File: src/rtl/parity_check_pipe_if.sv
// Bundle for the parity checker: word input, clear strobe and check results.
// The master modport is the word source and status consumer. The slave modport is the checker.
interface parity_check_pipe_if #(
    parameter int WIDTH = 64,
    parameter int CNT_W = 16
);
    logic             in_valid;
    logic [WIDTH-1:0] in_data;
    logic             in_par;
    logic             clr_cnt;
    logic             out_valid;
    logic             out_err;
    logic             err_sticky;
    logic [CNT_W-1:0] err_cnt;

    modport master (
        output in_valid, in_data, in_par, clr_cnt,
        input  out_valid, out_err, err_sticky, err_cnt
    );

    modport slave (
        input  in_valid, in_data, in_par, clr_cnt,
        output out_valid, out_err, err_sticky, err_cnt
    );
endinterface

File: src/rtl/parity_check_pipe.sv
// Pipelined parity checker: a registered 6-input XOR tree over {par, data}, a valid pipe
// running alongside it, a compare stage, and a sticky error flag with a saturating error count.
module parity_check_pipe #(
    parameter int WIDTH = 64,
    parameter bit ODD   = 1'b0,
    parameter int CNT_W = 16
) (
    input logic           clk,
    input logic           rst,
    parity_check_pipe_if.slave bus
);
    function automatic int ceil6(input int n);
        return (n + 5) / 6;
    endfunction

    function automatic int tree_depth(input int n);
        int m = n;
        int d = 1;
        while (m > 6) begin
            m = ceil6(m);
            d++;
        end
        return d;
    endfunction

    // Input width of tree level k.
    function automatic int level_width(input int n0, input int k);
        int n = n0;
        for (int i = 0; i < k; i++) n = ceil6(n);
        return n;
    endfunction

    // Bit offset of level k's outputs inside the flattened tree register.
    function automatic int level_off(input int n0, input int k);
        int o = 0;
        for (int i = 0; i < k; i++) o += level_width(n0, i + 1);
        return o;
    endfunction

    localparam int N0    = WIDTH + 1;
    localparam int DEPTH = tree_depth(N0);
    localparam int TOTAL = level_off(N0, DEPTH);

    logic [N0-1:0]    vec;
    logic [TOTAL-1:0] tree_d, tree_q;
    logic [DEPTH-1:0] vld_pipe_d, vld_pipe_q;
    logic             out_valid_d, out_valid_q;
    logic             out_err_d, out_err_q;
    logic             err_sticky_d, err_sticky_q;
    logic [CNT_W-1:0] err_cnt_d, err_cnt_q;

    assign vec = {bus.in_par, bus.in_data};

    for (genvar k = 0; k < DEPTH; k++) begin : g_lvl
        localparam int NI  = level_width(N0, k);
        localparam int NO  = ceil6(NI);
        localparam int PW  = 6 * NO;
        localparam int OFF = level_off(N0, k);

        logic [NI-1:0] src;
        logic [PW-1:0] pad;

        if (k == 0) begin : g_src
            assign src = vec;
        end else begin : g_src
            assign src = tree_q[level_off(N0, k - 1) +: NI];
        end

        assign pad = PW'(src);

        for (genvar j = 0; j < NO; j++) begin : g_xor
            assign tree_d[OFF + j] = ^pad[6*j +: 6];
        end
    end

    // NOTE: tree data is qualified by the valid pipe, so it needs no reset; only control state is reset.
    always_ff @(posedge clk) begin
        tree_q <= tree_d;
    end

    // NOTE: every signal assigned here gets a default first, so no latches are inferred.
    always_comb begin
        vld_pipe_d[0] = bus.in_valid;
        for (int i = 1; i < DEPTH; i++) vld_pipe_d[i] = vld_pipe_q[i-1];

        out_valid_d = vld_pipe_q[DEPTH-1];
        out_err_d   = vld_pipe_q[DEPTH-1] & (tree_q[TOTAL-1] ^ ODD);

        err_sticky_d = err_sticky_q;
        err_cnt_d    = err_cnt_q;
        if (bus.clr_cnt) begin
            err_sticky_d = 1'b0;
            err_cnt_d    = '0;
        end else if (out_err_q) begin
            err_sticky_d = 1'b1;
            if (err_cnt_q != '1) err_cnt_d = err_cnt_q + CNT_W'(1);
        end
    end

    // NOTE: reset is in the sensitivity list, so all outputs clear without waiting for a clock edge.
    always_ff @(posedge clk or posedge rst) begin
        if (rst) begin
            vld_pipe_q   <= '0;
            out_valid_q  <= 1'b0;
            out_err_q    <= 1'b0;
            err_sticky_q <= 1'b0;
            err_cnt_q    <= '0;
        end else begin
            vld_pipe_q   <= vld_pipe_d;
            out_valid_q  <= out_valid_d;
            out_err_q    <= out_err_d;
            err_sticky_q <= err_sticky_d;
            err_cnt_q    <= err_cnt_d;
        end
    end

    assign bus.out_valid  = out_valid_q;
    assign bus.out_err    = out_err_q;
    assign bus.err_sticky = err_sticky_q;
    assign bus.err_cnt    = err_cnt_q;
endmodule

File: src/flat_wrapper.sv
// flat-port wrapper written by rule: the top's interface ports become plain ports
module parity_check_pipe_flat 
#(
    parameter int WIDTH = 64,
    parameter bit ODD   = 1'b0,
    parameter int CNT_W = 16
)
  (clk, rst, bus_in_valid, bus_in_data, bus_in_par, bus_clr_cnt, bus_out_valid, bus_out_err, bus_err_sticky, bus_err_cnt);
  parity_check_pipe_if #(.WIDTH(WIDTH), .CNT_W(CNT_W)) bus_i ();
  input logic clk;
  input logic rst;
  input wire logic [$bits(bus_i.in_valid)-1:0] bus_in_valid;
  input wire logic [$bits(bus_i.in_data)-1:0] bus_in_data;
  input wire logic [$bits(bus_i.in_par)-1:0] bus_in_par;
  input wire logic [$bits(bus_i.clr_cnt)-1:0] bus_clr_cnt;
  output wire logic [$bits(bus_i.out_valid)-1:0] bus_out_valid;
  output wire logic [$bits(bus_i.out_err)-1:0] bus_out_err;
  output wire logic [$bits(bus_i.err_sticky)-1:0] bus_err_sticky;
  output wire logic [$bits(bus_i.err_cnt)-1:0] bus_err_cnt;
  assign bus_i.in_valid = bus_in_valid;
  assign bus_i.in_data = bus_in_data;
  assign bus_i.in_par = bus_in_par;
  assign bus_i.clr_cnt = bus_clr_cnt;
  assign bus_out_valid = bus_i.out_valid;
  assign bus_out_err = bus_i.out_err;
  assign bus_err_sticky = bus_i.err_sticky;
  assign bus_err_cnt = bus_i.err_cnt;
  parity_check_pipe #(.WIDTH(WIDTH), .ODD(ODD), .CNT_W(CNT_W)) u_core (.clk(clk), .rst(rst), .bus(bus_i));
endmodule
File: config.mk
export PLATFORM = sky130hd
export DESIGN_NAME = parity_check_pipe_flat
export DESIGN_NICKNAME = d
export VERILOG_FILES = /design/src/rtl/parity_check_pipe_if.sv /design/src/rtl/parity_check_pipe.sv /design/src/flat_wrapper.sv
export SDC_FILE = /design/constraint.sdc
export NUM_CORES = 1
export LEC_CHECK = 0
export ABC_AREA = 1
export BUFFER_PORTS_ARGS = -buffer_cell sky130_fd_sc_hd__buf_2
export CAP_MARGIN = 10
export CORE_MARGIN = 3
export CORE_UTILIZATION = 53
export CTS_BUF_LIST = sky130_fd_sc_hd__clkbuf_4 sky130_fd_sc_hd__clkbuf_8
export DETAILED_ROUTE_END_ITERATION = 10
export PLACE_DENSITY = 0.88
export REMOVE_ABC_BUFFERS = 1
export SETUP_SLACK_MARGIN = 0.02
export SYNTH_ARGS = -nofsm -noshare
export SYNTH_HDL_FRONTEND = slang
export SYNTH_SLANG_ARGS = --single-unit
export TNS_END_PERCENT = 20
File: constraint.sdc
create_clock -name clk -period 2.4 [get_ports clk]
set_input_delay 0.48 -clock clk [delete_from_list [all_inputs] [get_ports clk]]
set_output_delay 0.48 -clock clk [all_outputs]
set_load 0.03 [all_outputs]
==> impl.org, run 1 <==
** Status
- The flow ran to the end, and the final reports show no timing, DRC or antenna violations.

** Detailed routing
- In the routed design, unresolved DRC markers number 0.
- Dividing the detail-routed wire length by the instance count gives around 11 um.
- DR iter-0 viols :: about 120
- In the routed layout, each cell is associated on average with a via count of roughly 4.7.
- In this run the remaining antenna-violating nets after routing total 0.
- The routed layout has 1797 vias.
- Final wirelength :: 4.175 mm
- The first TritonRoute pass finished after 4 iterations.

** Power and ir drop
- Portion of total power attributed to the clock network :: 32.1%
- Power per cell area :: between 600 and 700 mW/mm2
- Cell leakage power :: 1.316 nW
- Across the VDD grid, the largest voltage drop is 396.3 uV.
- Internal :: 1.303 mW
- Of the total power, registers draw 42.9%.
- Fraction of power spent switching nets :: a little over a quarter
- Switching component of the power :: about 480 uW
- Combinational cells account for approximately a quarter of the total power.

** CTS
- Post CTS Setup Buffer Count :: 0
- Number of hold-repair buffers added at the cts stage :: 0
- Clock tree root driver cell :: sky130_fd_sc_hd__clkbuf_8
- The clock drives 36 sinks.
- Maximum buffer depth of the clock tree :: 2
- Number of buffers inserted during clock tree synthesis :: 5
- The later pin in the worst-skew pair is clocked with a latency of 280 ps.
- Maximum level of the CTS H-tree :: 2
- Clock tree from TritonCTS :: done
- After clock tree synthesis, the clock-pin slew on the worst setup and hold paths is roughly 70 ps.
- After clock tree synthesis, the repair step resized 0 gates.

** STA
- The worst path uses between 60% and 70% of the clock period.
- Max-slew violations :: 0
- Slew margin rel. :: 46.49%
- Post-layout minimum cycle time :: 1535 ps
- Worst clock skew :: 1.614 ps
- Static timing analysis puts the maximum clock frequency at 651.5 MHz.
- Setup repair after global routing left no endpoint under its margin.
- Setup TNS after final layout :: 0 ps
- Actual slew at the worst max-slew pin :: 801.7 ps
- Setup violations remaining at the end of the flow were counted as 0.
- The final number of hold-violating endpoints is 0.

** Finish
- In the final layout, flip-flops and latches occupy about 830 um2.
- In the final design database the tool counted approximately 400 nets.
- Counting the fill cells in the layout gives 274.
- Cell area after layout :: ~0.0027 mm2
- Once layout is complete, the utilization of the core stands at about 72%.
- Area taken by multi-input logic gates :: ~0.0011 mm2
- Number of inserted diodes :: 0
- Relative area change from synthesis to final layout :: 29.56%
- Share of cells above drive strength 1 :: 31.74%

** Setup path
- Cell family with most CP delay :: simple AND/OR/NAND/NOR gates
- Buffers plus inverters on the worst setup path :: 0
- CP required :: 2620 ps
- The critical path in this run is classified as reg -> reg.
- STA classifies the critical path startpoint as a register.
- Traced cell by cell, the critical path runs through ha_1 > nand3_2 > nor2_4 > nand3_2 > nand2_4 > nand2_1 > nand2_1.
- Sort of element at the end of the critical path :: register
- The slowest stage of the critical path is the sky130_fd_sc_hd__dfrtp_1 cell.
- On the worst path, the slowest cell contributes a delay of 410 ps.
- Along the worst path, the maximum fanout reaches 18.
- STA puts the critical path data arrival time at 1750 ps.

** Placement
- The wire-length estimate of the detail-placed layout is 3.422 mm.
- Buffers placed on the I/O ports in this run total 87.
- At the end of routability-driven placement, the weighted congestion stood at 0.8649.
- Post-placement cell area :: roughly 0.0025 mm2

** Logic synthesis
- Area fraction in compound gates after synthesis :: ~3.7%
- sky130_fd_sc_hd__nand2_1 is the most common cell in the netlist.
- By area, the combinational part of the netlist is dominated by XOR/XNOR gates.
- Most used standard cells in the synthesized netlist :: sky130_fd_sc_hd__nand2_1, sky130_fd_sc_hd__xnor2_1, sky130_fd_sc_hd__dfrtp_1
- In this run, synthesis produced a sequential element count of 36.
- The Yosys step of the flow raised 0 warnings.
- The synthesized netlist devotes less than 1% of its cell area to adder and majority cells.
- Sorting the synthesized cells by area gives the leading types as sky130_fd_sc_hd__dfrtp_1, sky130_fd_sc_hd__xnor2_1, sky130_fd_sc_hd__dfxtp_1.
- Share of synthesized area occupied by flip-flops and latches :: 40.22%
- Average cell area after synthesis :: 8.607 um2
- The synthesized netlist contains 24 unique library cells.
- Number of enable flip-flop cells after synthesis :: 0
- Counting every instance in the synthesized netlist gives 240.
- The share of synthesized area in the top cell type comes to approximately a quarter.
- The synthesized netlist occupies a cell area of between 0.002 and 0.0025 mm2.
- Multiplexer cells account for 0% of the synthesized area.
- The synthesized netlist devotes just under 30% of its cell area to XOR and XNOR gates.
- Simple-gate area share of the yosys netlist :: 21.62%
- After synthesis, the share of flip-flops with an asynchronous set or reset is about 61%.
- Top flip-flop cell by instance count after synthesis :: sky130_fd_sc_hd__dfrtp_1
- Cell type contributing the most total cell area after synthesis :: sky130_fd_sc_hd__dfrtp_1

** Floorplan
- Chip height :: 68.43 um
- # rows :: 22
- The core region is 0.003716 mm2.
- The die covers 0.004683 mm2.
- Once the floorplan was initialized, standard cells occupied 55.59% of the core.
- Width of the chip :: between 60 and 70 um
- For this design the top-level I/O count stands at 88.

** Global route
- Initial antenna violation count :: 0
- First-pass GRT wire length :: approximately 6.6 mm
- Entering global routing, the biggest net connects 23 pins.
- Across every metal layer, demand over resource in global routing totals 18.85%.
- The number of global-route vias before repair came to 1690.
- Total overflow reported by the global router :: 0

** Worst hold path
- The path class of the tightest hold or removal check is in -> reg.

** Job
- Max-cap violations :: 0
-- final timing paths --
kind / to / cells past startpoint / startpoint / slack [ps]
setup / recovery: u_core.bus.err_cnt[12]$_DFFE_PP0P_ / 7 / u_core.bus.err_cnt[0]$_DFFE_PP0P_ / 870
hold / removal: u_core.vld_pipe_q[0]$_DFF_PP0_ / 1 / bus_in_valid / 300
setup reg to reg: u_core.bus.err_cnt[12]$_DFFE_PP0P_ / 7 / u_core.bus.err_cnt[0]$_DFFE_PP0P_ / 870
hold reg to reg: u_core.vld_pipe_q[2]$_DFF_PP0_ / 0 / u_core.vld_pipe_q[1]$_DFF_PP0_ / 350
max in group asynchronous: u_core.bus.err_cnt[0]$_DFFE_PP0P_ / 2 / rst / 1560
min in group asynchronous: u_core.vld_pipe_q[0]$_DFF_PP0_ / 2 / rst / 330
-- worst register-to-register path: cells and delay by family (launching register included) --
| family | cells | cell delay, ps |
|---|---|---|
| adder cells (fa/ha/maj) | 1 | 240 |
| flip-flops | 1 | 410 |
| AND/OR/NAND/NOR | 6 | 820 |
-- layout make-up --
| cell class | count | area share [%] |
|---|---|---|
| Tap cell | 48 | 2.244 |
| Timing Repair Buffer | 87 | 16.27 |
| Sequential cell | 36 | 31.04 |
| Multi-Input combinational cell | 183 | 42.92 |
| Clock inverter | 1 | 1.122 |
| Clock buffer | 7 | 3.600 |
| Inverter | 20 | 2.805 |
-- power by group through the flow --
stage,combinational (mW),clock [mW],sequential [mW]
after floorplan,0.295,0,0.800
after global placement,0.441,0,0.773
after detailed placement,0.453,0,0.776
after CTS,0.453,0.589,0.764
after global routing,0.495,0.607,0.776
final,0.445,0.572,0.763
-- flip-flops by register name, summed over array words and instances (netlist names) --
signal                 cells
u_core.bus.err_sticky      1
u_core.tree_q             14
u_core.bus.err_cnt        16
u_core.vld_pipe_q          3
u_core.bus.out_valid       1
u_core.bus.out_err         1
-- kinds of logic (layout without fill, tap and decap cells) --
family / Yosys count / after routing
AO/OA/AOI/OAI: 13 / 13
AND/OR/NAND/NOR: 99 / 99
XOR/XNOR: 70 / 70
flip-flops: 36 / 36
buffers and inverters: 21 / 115
adder cells (fa/ha/maj): 1 / 1
-- per-layer routing --
metal  routed length [um]  up-vias  track usage, %  part of all wire, %
met5                    0        -               0                    0
met4                   98        0           10.17                  2.3
met3                  405        9           5.419                  9.7
met2                 2037       91           33.25                   49
met1                 1633      773           19.96                   39
li1                     -      924               -                    -
-- cell usage in the layout, fill, tap and decap left out, drive strengths merged, types with 2 or more instances in the layout --
| cell | instances |
|---|---|
| nand4 | 4 |
| xnor2 | 50 |
| xor2 | 20 |
| nand2 | 61 |
| dfxtp | 14 |
| dfrtp | 22 |
| o21bai | 3 |
| inv | 20 |
| nand3 | 14 |
| clkbuf | 7 |
| buf | 87 |
| nor2 | 17 |
| or2 | 2 |
| o21ai | 10 |
-- stage by stage --
step | hold slack (ps) | total power [mW] | worst slack (ps) | instances
detailed placement | 337.2 | 1.229 | 867.7 | 374
floorplan | 331.2 | 1.095 | 836.0 | 239
global placement | 332.3 | 1.214 | 931.9 | 374
global route | 297.4 | 1.878 | 731.0 | 382
finish | 295.9 | 1.780 | 865.2 | 382
CTS | 285.5 | 1.806 | 853.1 | 382
(Power assumes the default switching activity.)
==> run 2, diff against run 1 <==
--- a/config.mk
+++ b/config.mk
@@ -5,14 +5,14 @@
 export SDC_FILE = /design/constraint.sdc
 export NUM_CORES = 1
 export LEC_CHECK = 0
-export ABC_AREA = 1
+export ABC_AREA = 0
 export BUFFER_PORTS_ARGS = -buffer_cell sky130_fd_sc_hd__buf_2
 export CAP_MARGIN = 10
 export CORE_MARGIN = 3
-export CORE_UTILIZATION = 53
+export CORE_UTILIZATION = 48
 export CTS_BUF_LIST = sky130_fd_sc_hd__clkbuf_4 sky130_fd_sc_hd__clkbuf_8
 export DETAILED_ROUTE_END_ITERATION = 10
-export PLACE_DENSITY = 0.88
+export PLACE_DENSITY = 0.82
 export REMOVE_ABC_BUFFERS = 1
 export SETUP_SLACK_MARGIN = 0.02
 export SYNTH_ARGS = -nofsm -noshare
==> constraint.sdc (replaced) <==
create_clock -name clk -period 1.5 [get_ports clk]
set_input_delay 0.3 -clock clk [delete_from_list [all_inputs] [get_ports clk]]
set_output_delay 0.3 -clock clk [all_outputs]
set_load 0.03 [all_outputs]
==> run 2 against run 1 <==
The flow now finishes with violations (negative setup slack). Clock-buffer cell count unchanged. Combinational power is 89% higher. Register-to-register slack lost 1100 ps. Via count up 0.67%. Die area is 3.1% higher. Design area grew 7.5%.
==> impl.org, run 2 <==
** Logic synthesis
- Biggest area contributors in the synthesized netlist :: sky130_fd_sc_hd__dfrtp_1, sky130_fd_sc_hd__xnor2_1, sky130_fd_sc_hd__dfxtp_1
- The biggest area contributor in the post-synthesis netlist is sky130_fd_sc_hd__dfrtp_1.
- Among all cell types in the netlist, the one instantiated most often is sky130_fd_sc_hd__xnor2_1.
- Top flip-flop cell by instance count after synthesis :: sky130_fd_sc_hd__dfrtp_1
- The fraction of synthesized cell area taken by the top area cell type is 28.46% (+1.8 points).
- Number of standard cells after synthesis :: 183 (-24%)
- The mean cell area of the mapped netlist was 10.57 um2 (+23%).
- The fraction of registers with async set/reset came to 61.11% (unchanged).
- The unique cell type count in the Yosys netlist came to 34 (+42%).
- Most used standard cells in the synthesized netlist :: sky130_fd_sc_hd__xnor2_1, sky130_fd_sc_hd__dfrtp_1, sky130_fd_sc_hd__dfxtp_1
- Yosys reg bits :: 36 (unchanged)
- The number of warnings reported in the yosys synthesis log came to 0 (unchanged).
- The number of synthesized flops with an enable pin was 0 (unchanged).
- The fraction of the yosys area taken by sequential cells was 42.95% (+2.7 points).
- Mapped Area :: 0.001934 mm2 (-6.4%)

** STA
- The number of pins with negative max-slew slack in the final report was 0 (unchanged).
- Actual slew at the worst max-slew pin :: 475.7 ps (-326.0 ps)
- The portion of the clock cycle consumed by the worst path in the final layout is 118.6% (+55 points).
- Achievable frequency :: 562.1 MHz (-14%)
- Slew margin rel. :: 68.11% (+22 points)
- The final setup TNS is -3457 ps (-3457 ps).
- Setup repair after global routing could not meet its margin everywhere.
- The worst clock skew is 9.378 ps (+7.764 ps).
- Post-layout minimum cycle time :: 1779 ps (+244.3 ps)
- Final WS setup :: -279.1 ps (-1144 ps)
- The final-report setup violation count was 16 (+16).
- The final number of hold-violating endpoints came to 0 (unchanged).

** Setup path
- STA classifies the critical path startpoint as a register.
- Setup slack on the worst flop-to-flop path :: -280 ps (-1140 ps)
- The maximum fanout count along the critical path came to 5 (-13).
- The most numerous cell type found on the critical path is sky130_fd_sc_hd__buf_6.
- The worst path required time came to 1720 ps (-900 ps).
- Buffers plus inverters on the worst setup path :: 2 (+2)
- Startpoint of the worst register-to-register path :: u_core.bus.err_cnt[0]$_DFFE_PP0P_
- Sort of element at the end of the critical path :: register
- End of the worst register-to-register path :: u_core.bus.err_cnt[9]$_DFFE_PP0P_
- The worst setup path is of the reg -> reg kind.
- Worst path cell trace :: buf_6 > nand2_2 > or3_4 > buf_6 > or4_1 > a21oi_2
- Grouping stages by cell kind, the critical path spends the most delay in simple AND/OR/NAND/NOR gates.
- Largest stage delay on the critical path :: 420 ps (about the same)
- The critical path arrival is 2000 ps (+250 ps).
- Slowest cell on the critical path :: sky130_fd_sc_hd__dfrtp_1
- The depth of the worst register-to-register path is 6 (-1).

** CTS
- The number of levels the H-tree was split into came to 2 (unchanged).
- Clock tree root driver cell :: sky130_fd_sc_hd__clkbuf_8
- Number of buffers inserted during clock tree synthesis :: 5 (unchanged)
- The number of clock sinks is 36 (unchanged).
- Clock-pin slew reported for the worst setup and hold paths after clock tree synthesis :: 70 ps (about the same)
- Clock tree from TritonCTS :: done
- The clock latency on the worst-skew pair came to 290 ps (about the same).
- Maximum buffer depth of the clock tree :: 2 (unchanged)

** Detailed routing
- Detail-routed net length per standard cell :: 12.63 um (+16%)
- The detailed-routing iteration count for the pre-antenna-repair pass came to 4 (unchanged).
- The number of nets with antenna violations after detailed routing came to 0 (unchanged).
- The iteration-0 DRC count of the detailed router was 94 (-22%).
- Vias per inst :: 4.970 (+5.6%)
- Vias :: 1809 (+0.67%)
- Final wirelength :: 4.596 mm (+10%)
- DRC violations left :: 0 (unchanged)

** Finish
- Number of flip-flops under the largest register name :: 16 (unchanged)
- Leaving out fill and tap cells, the most frequent cell in the layout is sky130_fd_sc_hd__buf_2.
- Layout Nets :: 385 (-4.5%)
- The ratio of cells with drive above 1 in the final layout is 49.37% (+18 points).
- Cell area after layout :: 0.002877 mm2 (+7.5%)
- The utilization of the core after routing was 76.28% (+4.3 points).
- Number of inserted diodes :: 0 (unchanged)
- Commonest cells after routing, fill and taps aside :: sky130_fd_sc_hd__buf_2, sky130_fd_sc_hd__xnor2_1, sky130_fd_sc_hd__buf_4, sky130_fd_sc_hd__dfrtp_1, sky130_fd_sc_hd__dfxtp_1
- From synthesis to final layout, the design area changed by 48.71%.

** Status
- Status :: complete, but fails checks
- Violations in the final reports :: negative setup slack

** Power and ir drop
- Cell leakage power :: 1.343 nW (+2.0%)
- Power per cell area :: 955.3 mW/mm2 (+44%)
- The peak supply drop was 605.4 uV (+53%).
- Power Total :: 2.748 mW (+54%)

** Floorplan
- Chip height :: 69.48 um (+1.5%)
- Num ports :: 88 (unchanged)
- Width of the chip :: 69.48 um (+1.5%)
- The full die area came to 0.004827 mm2 (+3.1%).
- The placeable core region came to 0.003771 mm2 (+1.5%).
- # rows :: 22 (unchanged)
- Initial Utilization :: 51.29% (-4.3 points)

** Global route
- Largest net degree at the start of global routing :: 23 (unchanged)
- The global-route wire length before repair is 7.665 mm (+16%).
- Total overflow reported by the global router :: 0 (unchanged)
- Vias in the first global route :: 1870 (+11%)
- The total track usage was 19.71% (+0.86 points).
- Initial antenna violation count :: 0 (unchanged)

** Placement
- HPWL Detailed :: 3.558 mm (+4.0%)
- The count of buffers inserted at the top-level ports is 87 (unchanged).
- The placed cell area came to 0.002670 mm2 (+4.7%).
- The placer congestion estimate came to 0.8477 (-2.0%).

** Job
- Max-cap violations :: 0 (unchanged)

** Worst hold path
- Class of the worst hold path :: in -> async
-- run 2: worst min-delay path, cell delays in order --
cell and delay (ps):
sky130_fd_sc_hd__buf_2 100, sky130_fd_sc_hd__inv_1 40, sky130_fd_sc_hd__buf_4 290
-- run 2: repair_timing --
item                       CTS  global route
hold buffers                 0             0
setup buffers                4             1
resized for setup            6            11
setup endpoints to repair   16            17
pin swaps                    8             4
-- run 2: how the worst max path moves through the flow --
stage                                          to  cells past startpoint  slack (ps)                               from
6_report        u_core.bus.err_cnt[9]$_DFFE_PP0P_                      6        -280  u_core.bus.err_cnt[0]$_DFFE_PP0P_
5_1_grt        u_core.bus.err_cnt[10]$_DFFE_PP0P_                      5        -350  u_core.bus.err_cnt[0]$_DFFE_PP0P_
4_1_cts        u_core.bus.err_cnt[10]$_DFFE_PP0P_                      5        -290  u_core.bus.err_cnt[1]$_DFFE_PP0P_
3_5_place_dp   u_core.bus.err_cnt[15]$_DFFE_PP0P_                      5        -330  u_core.bus.err_cnt[1]$_DFFE_PP0P_
3_3_place_gp   u_core.bus.err_cnt[15]$_DFFE_PP0P_                      5        -270  u_core.bus.err_cnt[0]$_DFFE_PP0P_
2_1_floorplan  u_core.bus.err_cnt[14]$_DFFE_PP0P_                      5       -1090  u_core.bus.err_cnt[0]$_DFFE_PP0P_
-- run 2: cell families (layout without fill, tap and decap cells) --
kind of cell / after synthesis / in the layout / synth area share (%)
AOI/OAI and AO/OA: 25 / 25 / 8.280
buffers and inverters: 9 / 142 / 2.911
xor gates and xnor gates: 65 / 65 / 29.43
DFF: 36 / 36 / 42.95
and+or+nand+nor: 44 / 44 / 14.10
adders and majority gates: 1 / 1 / 0.6467
muxes: 3 / 3 / 1.682
-- run 2: layout make-up --
class,instances,area [um2]
sequential,36,830.8
timing repair buffer,129,764.5
inverter,5,18.77
multi-input combinational,138,1114
clock inverter,1,5.005
tap,48,60.06
clock buffer,7,83.83
fill,251,894.6
-- run 2: where the power goes --
part	switching (mW)	leakage, nW	total (mW)	internal [mW]
Combinational	0.375	0.880	0.843	0.467
Clock	0.318	0.0491	0.680	0.362
Sequential	0.0820	0.414	1.23	1.14
Total	0.776	1.34	2.75	1.97
-- run 2: through the flow --
step,setup WS [ps],hold WS [ps],std cells
after detailed placement,-329.8,339.5,351
after floorplan,-1091,289.2,179
final,-279.1,43.54,364
after global routing,-345.0,57.16,364
after global placement,-269.2,334.8,351
after CTS,-287.7,42.97,363
-- run 2: layer usage --
layer / up-vias / track usage (%) / wire length [um]
li1: 898 / - / -
met1: 818 / 21.68 / 1815
met2: 89 / 35.49 / 2358
met3: 4 / 6.377 / 399
met4: 0 / 6.508 / 23
met5: - / 0 / 0
